`src/rtl/load_store_unit.sv`:
```
// load_store_unit
//   Memory-stage access engine for the RV32I pipeline. It turns the load or
//   store in M into one valid/ready data-memory transaction. While that
//   transaction is outstanding it holds the pipeline, and it returns the
//   aligned, extended load value on RD.
// Ports
//   clk, rst_n             clock, synchronous active-low reset
//   ALUResultM/WriteDataM  byte address and store data of the instruction in M
//   MemReadM/MemWriteM     load/store qualifiers (both set -> store)
//   Funct3M                access size / signedness
//   StallM                 hold IF..M this cycle
//   MemFaultM              one-cycle pulse on misaligned address or illegal funct3
//   RD                     last completed load result
//   mem_*                  data-memory request (req/we/addr/wdata/be, ready)
//                          and response (rvalid/rdata)
module load_store_unit #(
  parameter int DATA_WIDTH = 32,
  parameter int ADDR_WIDTH = 32
) (
  input  logic                  clk,
  input  logic                  rst_n,
  input  logic [ADDR_WIDTH-1:0] ALUResultM,
  input  logic [DATA_WIDTH-1:0] WriteDataM,
  input  logic                  MemReadM,
  input  logic                  MemWriteM,
  input  logic [2:0]            Funct3M,
  output logic                  StallM,
  output logic                  MemFaultM,
  output logic [DATA_WIDTH-1:0] RD,
  output logic                  mem_req,
  output logic                  mem_we,
  output logic [ADDR_WIDTH-1:0] mem_addr,
  output logic [DATA_WIDTH-1:0] mem_wdata,
  output logic [3:0]            mem_be,
  input  logic                  mem_ready,
  input  logic                  mem_rvalid,
  input  logic [DATA_WIDTH-1:0] mem_rdata
);

  typedef enum logic [1:0] {IDLE, REQ, RESP, DONE} state_t;

  state_t                  state_q, state_d;
  logic [ADDR_WIDTH-1:2]   addr_q, addr_d;
  logic [1:0]              off_q, off_d;
  logic                    we_q, we_d;
  logic [3:0]              be_q, be_d;
  logic [DATA_WIDTH-1:0]   wdata_q, wdata_d;
  logic [2:0]              f3_q, f3_d;
  logic [DATA_WIDTH-1:0]   rd_q, rd_d;
  logic                    fault_q, fault_d;

  logic                    access, f3_ok, misalign;
  logic [3:0]              be_fmt;
  logic [DATA_WIDTH-1:0]   wdata_fmt, load_val;
  logic [7:0]              ld_byte;
  logic [15:0]             ld_half;

  // Decode of the instruction currently in M. A store wins when both
  // MemReadM and MemWriteM are set, so MemWriteM alone selects store rules.
  always_comb begin
    access   = MemReadM | MemWriteM;
    if (MemWriteM) f3_ok = !Funct3M[2] && !(Funct3M[1] && Funct3M[0]);
    else           f3_ok = !(Funct3M[1] && Funct3M[0]) && !(Funct3M[2] && Funct3M[1]);
    case (Funct3M[1:0])
      2'b01:   misalign = ALUResultM[0];
      2'b10:   misalign = (ALUResultM[1:0] != 2'b00);
      default: misalign = 1'b0;
    endcase
    case (Funct3M[1:0])
      2'b00: begin
        be_fmt    = 4'b0001 << ALUResultM[1:0];
        wdata_fmt = {4{WriteDataM[7:0]}};
      end
      2'b01: begin
        be_fmt    = 4'b0011 << ALUResultM[1:0];
        wdata_fmt = {2{WriteDataM[15:0]}};
      end
      default: begin
        be_fmt    = 4'b1111;
        wdata_fmt = WriteDataM;
      end
    endcase
  end

  // Lane select uses the offset latched at issue, not the live address.
  always_comb begin
    ld_byte = mem_rdata[{off_q, 3'b000} +: 8];
    ld_half = off_q[1] ? mem_rdata[31:16] : mem_rdata[15:0];
    case (f3_q)
      3'b000:  load_val = {{24{ld_byte[7]}}, ld_byte};
      3'b001:  load_val = {{16{ld_half[15]}}, ld_half};
      3'b100:  load_val = {24'h0, ld_byte};
      3'b101:  load_val = {16'h0, ld_half};
      default: load_val = mem_rdata;
    endcase
  end

  always_comb begin
    state_d = state_q;
    addr_d  = addr_q;
    off_d   = off_q;
    we_d    = we_q;
    be_d    = be_q;
    wdata_d = wdata_q;
    f3_d    = f3_q;
    rd_d    = rd_q;
    fault_d = 1'b0;
    StallM  = 1'b0;
    case (state_q)
      IDLE: begin
        if (access) begin
          if (f3_ok && !misalign) begin
            StallM  = 1'b1;
            addr_d  = ALUResultM[ADDR_WIDTH-1:2];
            off_d   = ALUResultM[1:0];
            we_d    = MemWriteM;
            be_d    = MemWriteM ? be_fmt : 4'b0000;
            wdata_d = MemWriteM ? wdata_fmt : '0;
            f3_d    = Funct3M;
            state_d = REQ;
          end else begin
            fault_d = 1'b1;
          end
        end
      end
      REQ: begin
        StallM = 1'b1;
        if (mem_ready) state_d = we_q ? DONE : RESP;
      end
      RESP: begin
        StallM = 1'b1;
        if (mem_rvalid) begin
          rd_d    = load_val;
          state_d = DONE;
        end
      end
      // Stall released here; the instruction still in M has completed and
      // must not start a second access, so inputs are ignored this cycle.
      DONE: state_d = IDLE;
      default: state_d = IDLE;
    endcase
  end

  always_ff @(posedge clk) begin
    if (!rst_n) begin
      state_q <= IDLE;
      addr_q  <= '0;
      off_q   <= '0;
      we_q    <= 1'b0;
      be_q    <= '0;
      wdata_q <= '0;
      f3_q    <= '0;
      rd_q    <= '0;
      fault_q <= 1'b0;
    end else begin
      state_q <= state_d;
      addr_q  <= addr_d;
      off_q   <= off_d;
      we_q    <= we_d;
      be_q    <= be_d;
      wdata_q <= wdata_d;
      f3_q    <= f3_d;
      rd_q    <= rd_d;
      fault_q <= fault_d;
    end
  end

  assign mem_req   = (state_q == REQ);
  assign mem_we    = we_q;
  assign mem_addr  = {addr_q, 2'b00};
  assign mem_wdata = wdata_q;
  assign mem_be    = be_q;
  assign RD        = rd_q;
  assign MemFaultM = fault_q;

endmodule
```
`config.mk`:
```
export PLATFORM = sky130hd
export DESIGN_NAME = load_store_unit
export DESIGN_NICKNAME = d
export VERILOG_FILES = /design/src/rtl/load_store_unit.sv
export SDC_FILE = /design/constraint.sdc
export NUM_CORES = 1
export LEC_CHECK = 0
export BUFFER_PORTS_ARGS = -buffer_cell sky130_fd_sc_hd__buf_2
export CORE_AREA = 2 2 107 109
export DETAILED_ROUTE_END_ITERATION = 7
export DIE_AREA = 0 0 109 111
export HOLD_SLACK_MARGIN = 0.12
export PLACE_DENSITY = 0.8
export SLEW_MARGIN = 20
export SYNTH_ARGS = -nofsm -noshare
export SYNTH_HDL_FRONTEND = slang
export SYNTH_SLANG_ARGS = --single-unit
```
`constraint.sdc`:
```
create_clock -name clk -period 4.9 [get_ports clk]
set_input_delay 0.49 -clock clk [delete_from_list [all_inputs] [get_ports clk]]
set_output_delay 0.49 -clock clk [all_outputs]
set_load 0.01 [all_outputs]
```
Yosys cells after proc, flatten, opt, wreduce, memory -nomap -nowiden
Cells that the tools add are included.
Storage, ports and cells
  latch bits: 0
  logic and storage cells: 61
  flip-flop bits (word level): 107
  memories: 0
  input bits: 105
  memory bits (read-only): 0
  memory bits (writable): 0
Operators by class
  multipliers: 0
  shift-type cells: 3
  add/subtract/negate cells: 0
  equal/unequal tests: 12
  mux-type cells: 18
  divide/modulo/power cells: 0
  magnitude comparators: 0
  bitwise logic cells: 1
  reductions and logical operators: 18
Operators by type and width (number)
  32-bit case mux with 4 select lines: 1
  32-bit case mux with 2 select lines: 1
  32-bit two-way mux: 1
  32-bit by 6-bit indexed part select with 8-bit output: 1
  16-bit two-way mux: 1
  2-bit two-way mux: 4
  2-bit case mux with 4 select lines: 1
  4-bit case mux with 2 select lines: 1
  2-bit equality test, second input constant: 3
  3-bit equality test, second input constant: 2
  2-bit != test, second input constant: 3
  3-bit AND reduction: 2
  1-bit logical AND: 5
  1-bit two-way mux: 5
  2-bit by 1-bit equality test with 1-bit output, second input constant: 2
  1-bit zero test: 4
  2-bit zero test: 2
  4-bit two-way mux: 1
  1-bit case mux with 2 select lines: 2
  4-bit AND reduction: 1
  1-bit by 2-bit left shift with 4-bit output, first input constant: 1
  2-bit by 2-bit left shift with 4-bit output, first input constant: 1
  3-bit by 1-bit equality test with 1-bit output, second input constant: 1
  3-bit zero test: 1
  other kinds (5): 5

Longest topological paths before layout
Gate-level depths: netlist of run 1.
  depth after elaboration: 8
  mapped depth: 9

Least setup slack after synthesis of run 1
No wires, ideal clock.
  kind: input port to output port
  start: input Funct3M[1]
  end: output StallM
  path slack: 2.457 ns
  arrival: 1.953 ns
  buffers on the path: 3
  stages: 9
  path through: inv_1 > ha_1 > o211ai_1 > and2_1 > clkbuf_1 > clkbuf_1 > buf_2 > a21oi_1 > nor2_1
Between the ends
  longest elaborated chain between the ends: 8
  elaborated cells on any way between the ends: 15
  classes of those cells: eq/ne: 2; mux: 5; reduce/logical: 8
RTL lines
  start: declaration: RTL line 26  | input logic [2:0] Funct3M,
  parallel branches: the longest is 4 deep, another holds 2-bit equality test
  1-bit logical AND (*): RTL line 112  | if (f3_ok && !misalign) begin
  1-bit two-way mux (*): RTL line 112
  1-bit two-way mux (*): RTL line 111  | if (access) begin
  1-bit case mux with 2 select lines (*): RTL line 109  | case (state_q)
  end: declaration: RTL line 27  | output logic StallM,
Mark *: on every way between the ends.

Worst setup path after layout of run 1
  start: register state_q[0]
  end: register wdata_q[19] (netlist: mem_wdata[19])
Between the ends
  longest elaborated chain between the ends: 2
RTL lines
  start: declaration: RTL line 42  | state_t state_q, state_d;
  start signal: assignment: RTL line 156  | state_q <= state_d;
  2-bit zero test: RTL line 109
  3-bit AND reduction (no line)
  end signal: assignment: RTL line 161  | wdata_q <= wdata_d;
  end: declaration: RTL line 47  | logic [DATA_WIDTH-1:0] wdata_q, wdata_d;
Every way passes these cells.
A chain may end at the register's enable or synchronous reset.

==> key figures, run 1 <==
Global routing
  – M2 GR Usage: 42.19%
  – GR Overflow Total: 0
  – Most Crowded Layer GR: met2
  – Initial antenna violation count: 0
  – Met1 Use GR: 34.77%
  – Met3 GRT Util: 4.644%
  – GRT Total Usage: 26.04%
  – First-pass GRT wire length: 25180 um
  – Vias in the first global route: 5016
  – Largest net degree at the start of global routing: 84

Pwr
  – Leakage: 2.870 nW
  – Total Power: 2.855 mW
  – Power Density: 430.7 nW/um^2
  – Maximum vdd ir drop: 0.2192 mV

Clocking
  – Post-CTS resize count: 0
  – Clock Latency Late Sink: 0.35 ns
  – Root Buffer: clkbuf_16
  – CTS buffer count: 9
  – H-tree levels: 3
  – CTS Buffer Depth: 2
  – Num Clock Sinks: 107
  – Number of hold buffers added after cts: 0
  – Post-CTS Setup Inserts: 0
  – Worst-path clk slew: 0.07 ns
  – CTS tree: done

Cells and area
  – Most common cell after layout, fill and taps aside: buf_2
  – Most frequent cells in the layout: buf_2 (205), dfxtp_1 (107), o21ai_1 (70), a21boi_1 (70), o21ai_0 (40)
  – Area grow syn2layout: 24.57%
  – Final Non-Filler Cells: 932
  – N_diodes: 0
  – Layout cells sized above 1: 32.07%
  – Final Instance Area: 6629 um^2
  – Nets: 898

Floorplanning
  – Die ar.: 12100 um^2
  – Core area: 11080 um^2
  – # rows: 39
  – # IOs: 209
  – Chip Height: 111 um
  – DIE WIDTH: 109 um
  – Starting Density: 48.04%

Setup path
  – Required time of the worst setup path: 5.12 ns
  – CP top delay family: simple AND/OR/NAND/NOR gates
  – Critical Setup Path Class: flip-flop to flip-flop
  – Max stage delay on crit path: 0.99 ns
  – CP Depth: 6
  – CP max-delay cell: or4b_2
  – Critical Path AT: 2.89 ns
  – CP Capture Type: flip-flop
  – Critical-path cell list: inv_1 -> ha_1 -> or4b_2 -> buf_4 -> o21ai_0 -> a21boi_0
  – CP startpoint kind: flip-flop
  – CP bufs+invs: 2
  – R2r worst-path depth: 6
  – CP max FO: 41

STA
  – # setup viols final: 0
  – Worst Max-Slew Pin Slew: 0.9362 ns
  – Fin. max-slew vios: 0
  – Unrepaired setup endpoints after global routing: no
  – Period utilization: 54.42%
  – Post-route clock skew: 0.006947 ns
  – Final Hold Viols: 0
  – Slew margin rel.: 37.35%
  – Setup TNS: 0 ns
  – Minimum clock period: 2.666 ns
  – Max Clk Rate: 375.0 MHz

Min path
  – Hold WC Path Type: input pin to flip-flop
  – WHS Path Cells: 3

Synth
  – Sequential area share after synthesis: 40.25%
  – Mapped Area: 5321 um^2
  – Top FF cell, synth: dfxtp_1
  – Ys async rst share: 0%
  – Seq cells post-synth: 107
  – Synthesized area per cell: 8.528 um^2
  – EDFF count, synth: 0
  – Yosys warning total: 0
  – Mapped Cells: 624
  – Library cells used by synthesis: 48

Drt
  – DR vias/cell: 5.806
  – Post-route ant nets: 0
  – # DRC: 0
  – Final wirelength: 16050 um
  – Starting DRT DRC Count: 488
  – First-pass DRT Iterations: 5
  – Wire per inst: 17.22 um
  – Via count: 5411

Placed design
  – Placed cell count: 916
  – Routability-driven placement congestion ratio: 0.8915
  – Post-DP Area: 6280 um^2
  – I/O Buffers: 206
  – Detailed placement HPWL: 11400 um

Run status
  – Status: finished clean

Flow run
  – Max-capacitance violation count: 0
==> synth_stat cells (all sizes together) (3+ instances only) <==
master	instances	share of area [%]
o21ai	110	10
dfxtp	107	40
a21boi	72	10
clkbuf	39	2.8
nand3	38	3.6
nand2	34	2.4
a21oi	27	2.5
buf	27	3.4
o211ai	24	3.4
mux2	18	3.8
and2	13	1.5
nand4	11	1.3
nor2	11	0.78
inv	10	0.71
ha	9	2.1
nand3b	9	1.3
a221o	8	1.5
a22oi	7	0.99
a31oi	7	0.82
nor3b	7	0.99
and3	4	0.47
mux2i	4	0.75
a22o	3	0.49
==> where the power goes <==
part / leakage (nW) / switching [mW] / internal [mW] / total (mW)
registers: 0.870 / 0.0939 / 1.02 / 1.11
logic: 1.84 / 0.558 / 0.359 / 0.918
clock network: 0.159 / 0.327 / 0.501 / 0.828
==> worst register-to-register path, stage by stage (launching register included) <==
cell	delay (ns)
dfxtp_1	0.35
inv_1	0.14
ha_1	0.34
or4b_2	0.99
buf_4	0.41
o21ai_0	0.21
a21boi_0	0.12
==> path summary, 6_finish.rpt <==
| check | start | to | slack (ns) |
|---|---|---|---|
| min | ALUResultM[12] | addr_q[12] | 0.39 |
| max reg2reg | state_q[0] | mem_wdata[19] | 2.23 |
| max | state_q[0] | mem_wdata[19] | 2.23 |
| min reg2reg | mem_wdata[15] | mem_wdata[15] | 0.48 |
==> per-layer routing <==
layer	vias to the layer above	wire length, um
met2	248	7833
met1	2549	6821
met5	-	0
met4	0	236
li1	2595	-
met3	19	1160
==> stage by stage <==
| step | setup WS (ns) | util (%) | hold WS (ns) |
|---|---|---|---|
| after floorplan | 2.457 | - | 0.4834 |
| after global placement | 2.087 | 56.69 | 0.4604 |
| after detailed placement | 1.944 | 56.69 | 0.4686 |
| after CTS | 2.253 | 59.79 | 0.3863 |
| after global routing | 2.027 | 59.84 | 0.3881 |
| final | 2.234 | 59.84 | 0.3914 |
==> sequential cells by signal, summed over array words and instances (netlist names) <==
register	cells
state_q	2
MemFaultM	1
mem_we	1
mem_wdata	32
mem_be	4
addr_q	30
RD	32
f3_q	3
off_q	2
==> cells by family (layout without fill, tap and decap cells) <==
logic type,after synthesis,count (layout),share of synthesized area (%)
fa+ha+maj,9,9,2.116
mux,22,22,4.561
compound gates,271,271,32.24
flops,107,107,40.25
simple gates,138,138,13.90
other cells,1,2,0.07047
buf+inv,76,240,6.866
==> final cells by class <==
type | instances | area [um^2]
Multi-Input combinational cell | 442 | 2834
Clock inverter | 6 | 113.9
Timing Repair Buffer | 214 | 1094
Sequential cell | 107 | 2142
Fill cell | 991 | 4448
Clock buffer | 10 | 229.0
Inverter | 10 | 37.54
Tap cell | 143 | 178.9
No activity file was read; power rests on OpenSTA's default activity.
==> run 2, diff against run 1 <==
--- a/config.mk
+++ b/config.mk
@@ -5,12 +5,13 @@
 export SDC_FILE = /design/constraint.sdc
 export NUM_CORES = 1
 export LEC_CHECK = 0
+export ABC_AREA = 1
 export BUFFER_PORTS_ARGS = -buffer_cell sky130_fd_sc_hd__buf_2
-export CORE_AREA = 2 2 107 109
+export CORE_AREA = 2 2 112 114
 export DETAILED_ROUTE_END_ITERATION = 7
-export DIE_AREA = 0 0 109 111
+export DIE_AREA = 0 0 114 116
 export HOLD_SLACK_MARGIN = 0.12
-export PLACE_DENSITY = 0.8
+export PLACE_DENSITY = 0.76
 export SLEW_MARGIN = 20
 export SYNTH_ARGS = -nofsm -noshare
 export SYNTH_HDL_FRONTEND = slang
==> constraint.sdc (replaced) <==
create_clock -name clk -period 2.3 [get_ports clk]
set_input_delay 0.23 -clock clk [delete_from_list [all_inputs] [get_ports clk]]
set_output_delay 0.23 -clock clk [all_outputs]
set_load 0.01 [all_outputs]
==> run 2 against run 1 <==
Effect of this change:
- total power is 110% higher
- highest routed layer unchanged
- clock-buffer cell count is 3 higher
- first-iteration DRC count is 10% higher
- sequential share of layout area is 0.88 points lower
- non-clock buffer count is 23 higher
- sequential cell count stayed put
- clock skew is 0.0032 ns higher
- synthesized cell count is 25% higher
- combinational power is 100% higher
- cell area is 2.8% higher
- global-route usage is 2.9 points lower
- via count is 6.4% higher
- largest cell class unchanged
==> key figures, run 2 <==
Run status
  – Status: finished clean

Floorplanning
  – # IOs: 209 (unchanged)
  – Starting Density: 43.51% (-4.5 points)
  – # rows: 40 (+2.6%)
  – DIE WIDTH: 114 um (+4.6%)
  – Core area: 11910 um^2 (+7.5%)
  – Chip Height: 116 um (+4.5%)
  – Die ar.: 13220 um^2 (+9.3%)

Synth
  – Commonest cells post-synth: nand2_1 (241), a21oi_1 (115), dfxtp_1 (107), nor2_1 (92), inv_1 (50)
  – Sequential area share after synthesis: 41.33% (+1.1 points)
  – Dominant cell type by area after synthesis: dfxtp_1
  – Synthesized area per cell: 6.627 um^2 (-22%)
  – Mapped Area: 5182 um^2 (-2.6%)
  – Yosys warning total: 0 (unchanged)
  – EDFF count, synth: 0 (unchanged)
  – Top FF cell, synth: dfxtp_1
  – Mapped Cells: 782 (+25%)
  – Yosys top cell area share: 41.33% (+1.1 points)
  – Top-count cell post-synth: nand2_1
  – Seq cells post-synth: 107 (unchanged)
  – Ys async rst share: 0% (unchanged)
  – Library cells used by synthesis: 28 (-42%)
  – Area contributors post-synth: dfxtp_1 (41%), nand2_1 (17%), a21oi_1 (11%)

Min path
  – Hold WC Path Type: input pin to flip-flop

Setup path
  – CP startpoint kind: flip-flop
  – CP max FO: 39 (-4.9%)
  – Required time of the worst setup path: 2.55 ns (-2.57 ns)
  – CP Capture Type: flip-flop
  – Critical Path AT: 2.23 ns (-0.66 ns)
  – Critical Setup Path Class: flip-flop to flip-flop
  – FF-to-FF setup slack: 0.32 ns (-1.91 ns)

Clocking
  – CTS tree: done
  – Num Clock Sinks: 107 (unchanged)
  – Clock Latency Late Sink: 0.36 ns (about the same)
  – Root Buffer: clkbuf_16
  – H-tree levels: 3 (unchanged)
  – Worst-path clk slew: 0.07 ns (about the same)
  – CTS Buffer Depth: 2 (unchanged)
  – CTS buffer count: 9 (unchanged)
  – Post-CTS Setup Inserts: 0 (unchanged)

STA
  – # setup viols final: 0 (unchanged)
  – Unrepaired setup endpoints after global routing: no
  – Minimum clock period: 1.977 ns (-0.6895 ns)
  – Period utilization: 85.95% (+32 points)
  – Fin. max-slew vios: 0 (unchanged)
  – Post-route clock skew: 0.01010 ns (+0.003152 ns)
  – Setup TNS: 0 ns (unchanged)
  – Max Clk Rate: 505.9 MHz (+35%)
  – WHS: 0.1295 ns (-0.2619 ns)
  – Worst Max-Slew Pin Slew: 0.7062 ns (-0.2300 ns)
  – Slew margin rel.: 52.92% (+16 points)
  – Worst setup margin: 0.3232 ns (-1.911 ns)
  – Final Hold Viols: 0 (unchanged)

Cells and area
  – Area grow syn2layout: 31.48%
  – Final core utilization: 57.21% (-2.6 points)
  – Most common cell after layout, fill and taps aside: nand2_1
  – Final Instance Area: 6814 um^2 (+2.8%)
  – Final Non-Filler Cells: 1133 (+22%)
  – Fillers: 1167 (+18%)
  – Most frequent cells in the layout: nand2_1 (241), buf_2 (206), a21oi_1 (115)
  – Nets: 1094 (+22%)
  – Layout cells sized above 1: 25.18% (-6.9 points)

Pwr
  – Clk pwr share: 30.0% (+1.0 points)
  – Total Power: 5.892 mW (+110%)
  – Internal Power: 3.836 mW (+100%)
  – Maximum vdd ir drop: 0.4574 mV (+110%)
  – Power share of the combinational group: 31.9% (-0.2 points)
  – Leakage: 3.327 nW (+16%)
  – Sw Share: 34.89% (+0.59 points)
  – Power Density: 864.7 nW/um^2 (+100%)
  – P_sw: 2.056 mW (+110%)
  – Flop pwr share: 38.1% (-0.8 points)

Drt
  – Post-route ant nets: 0 (unchanged)
  – # DRC: 0 (unchanged)
  – Final wirelength: 15810 um (-1.5%)
  – Starting DRT DRC Count: 539 (+10%)
  – First-pass DRT Iterations: 5 (unchanged)
  – DR vias/cell: 5.080 (-12%)
  – Wire per inst: 13.96 um (-19%)
  – Via count: 5756 (+6.4%)

Placed design
  – Routability-driven placement congestion ratio: 0.8937 (+0.25%)
  – Post-DP Area: 6299 um^2 (+0.30%)
  – I/O Buffers: 206 (unchanged)
  – Placed cell count: 1099 (+20%)
  – Setup WS pre-CTS: 0.3281 ns (-1.616 ns)
  – Detailed placement HPWL: 11170 um (-2.1%)

Global routing
  – Initial antenna violation count: 1 (+1)
  – Vias in the first global route: 5023 (+0.14%)
  – GR Overflow Total: 0 (unchanged)
  – First-pass GRT wire length: 24550 um (-2.5%)
  – GRT Total Usage: 23.13% (-2.9 points)
  – Largest net degree at the start of global routing: 77 (-8.3%)

Flow run
  – Max-capacitance violation count: 0 (unchanged)
run 2: worst paths after layout:
kind,startpoint,endpoint,cells past startpoint
min reg2reg,addr_q[16],addr_q[16],2
max reg2reg,state_q[0],RD[28],8
min,ALUResultM[22],addr_q[22],3
max,state_q[0],RD[28],8
run 2: kinds of logic after synthesis:
| kind of cell | share of synthesized area [%] |
|---|---|
| adder cells (fa/ha/maj) | 2.173 |
| buffers and inverters | 8.595 |
| flip-flops | 41.33 |
| AO/OA/AOI/OAI | 17.99 |
| AND/OR/NAND/NOR | 29.84 |
| other | 0.07236 |
run 2: final cells by class:
cell class                      count  area (um^2)  share of cell area (%)
Inverter                           54        207.7                   3.048
Antenna cell                        1        2.502                 0.03672
Multi-Input combinational cell    571         2608                   38.27
Clock inverter                      3        68.82                   1.010
Sequential cell                   107         2142                   31.44
Timing Repair Buffer              237         1331                   19.54
Tap cell                          147        183.9                   2.699
Clock buffer                       13        270.3                   3.966
run 2: repair_timing:
item | 4_1_cts | 5_1_grt
hold buffers | 17 | 0
resized for setup | 0 | 1
setup endpoints to repair | 0 | 31
endpoints found under the hold margin | 17 | 0
run 2: layer usage:
metal / vias up / routed length (um) / part of all wire, % / GRT usage (%)
met5: - / 0 / 0 / 0
met4: 0 / 315 / 2.0 / 8.699
met3: 23 / 1330 / 8.4 / 6.119
met2: 249 / 7683 / 49 / 38.85
met1: 2590 / 6483 / 41 / 28.62
li1: 2894 / - / - / -
run 2: critical path, stage by stage (launching register included):
cell and delay (ns):
dfxtp_1 0.42, inv_1 0.10, ha_1 0.22, nand2_1 0.13, clkinvlp_4 0.50, nor2_1 0.31, nor2_1 0.07, nand2_1 0.09
inv_1 0.05
run 2: power groups by stage:
stage / sequential [mW] / clock [mW] / combinational (mW)
6_report: 2.25 / 1.77 / 1.88
4_1_cts: 2.25 / 1.80 / 1.87
3_5_place_dp: 2.28 / 0 / 1.84
3_3_place_gp: 2.28 / 0 / 1.82
2_1_floorplan: 2.37 / 0 / 1.12
5_1_grt: 2.27 / 1.85 / 2.09
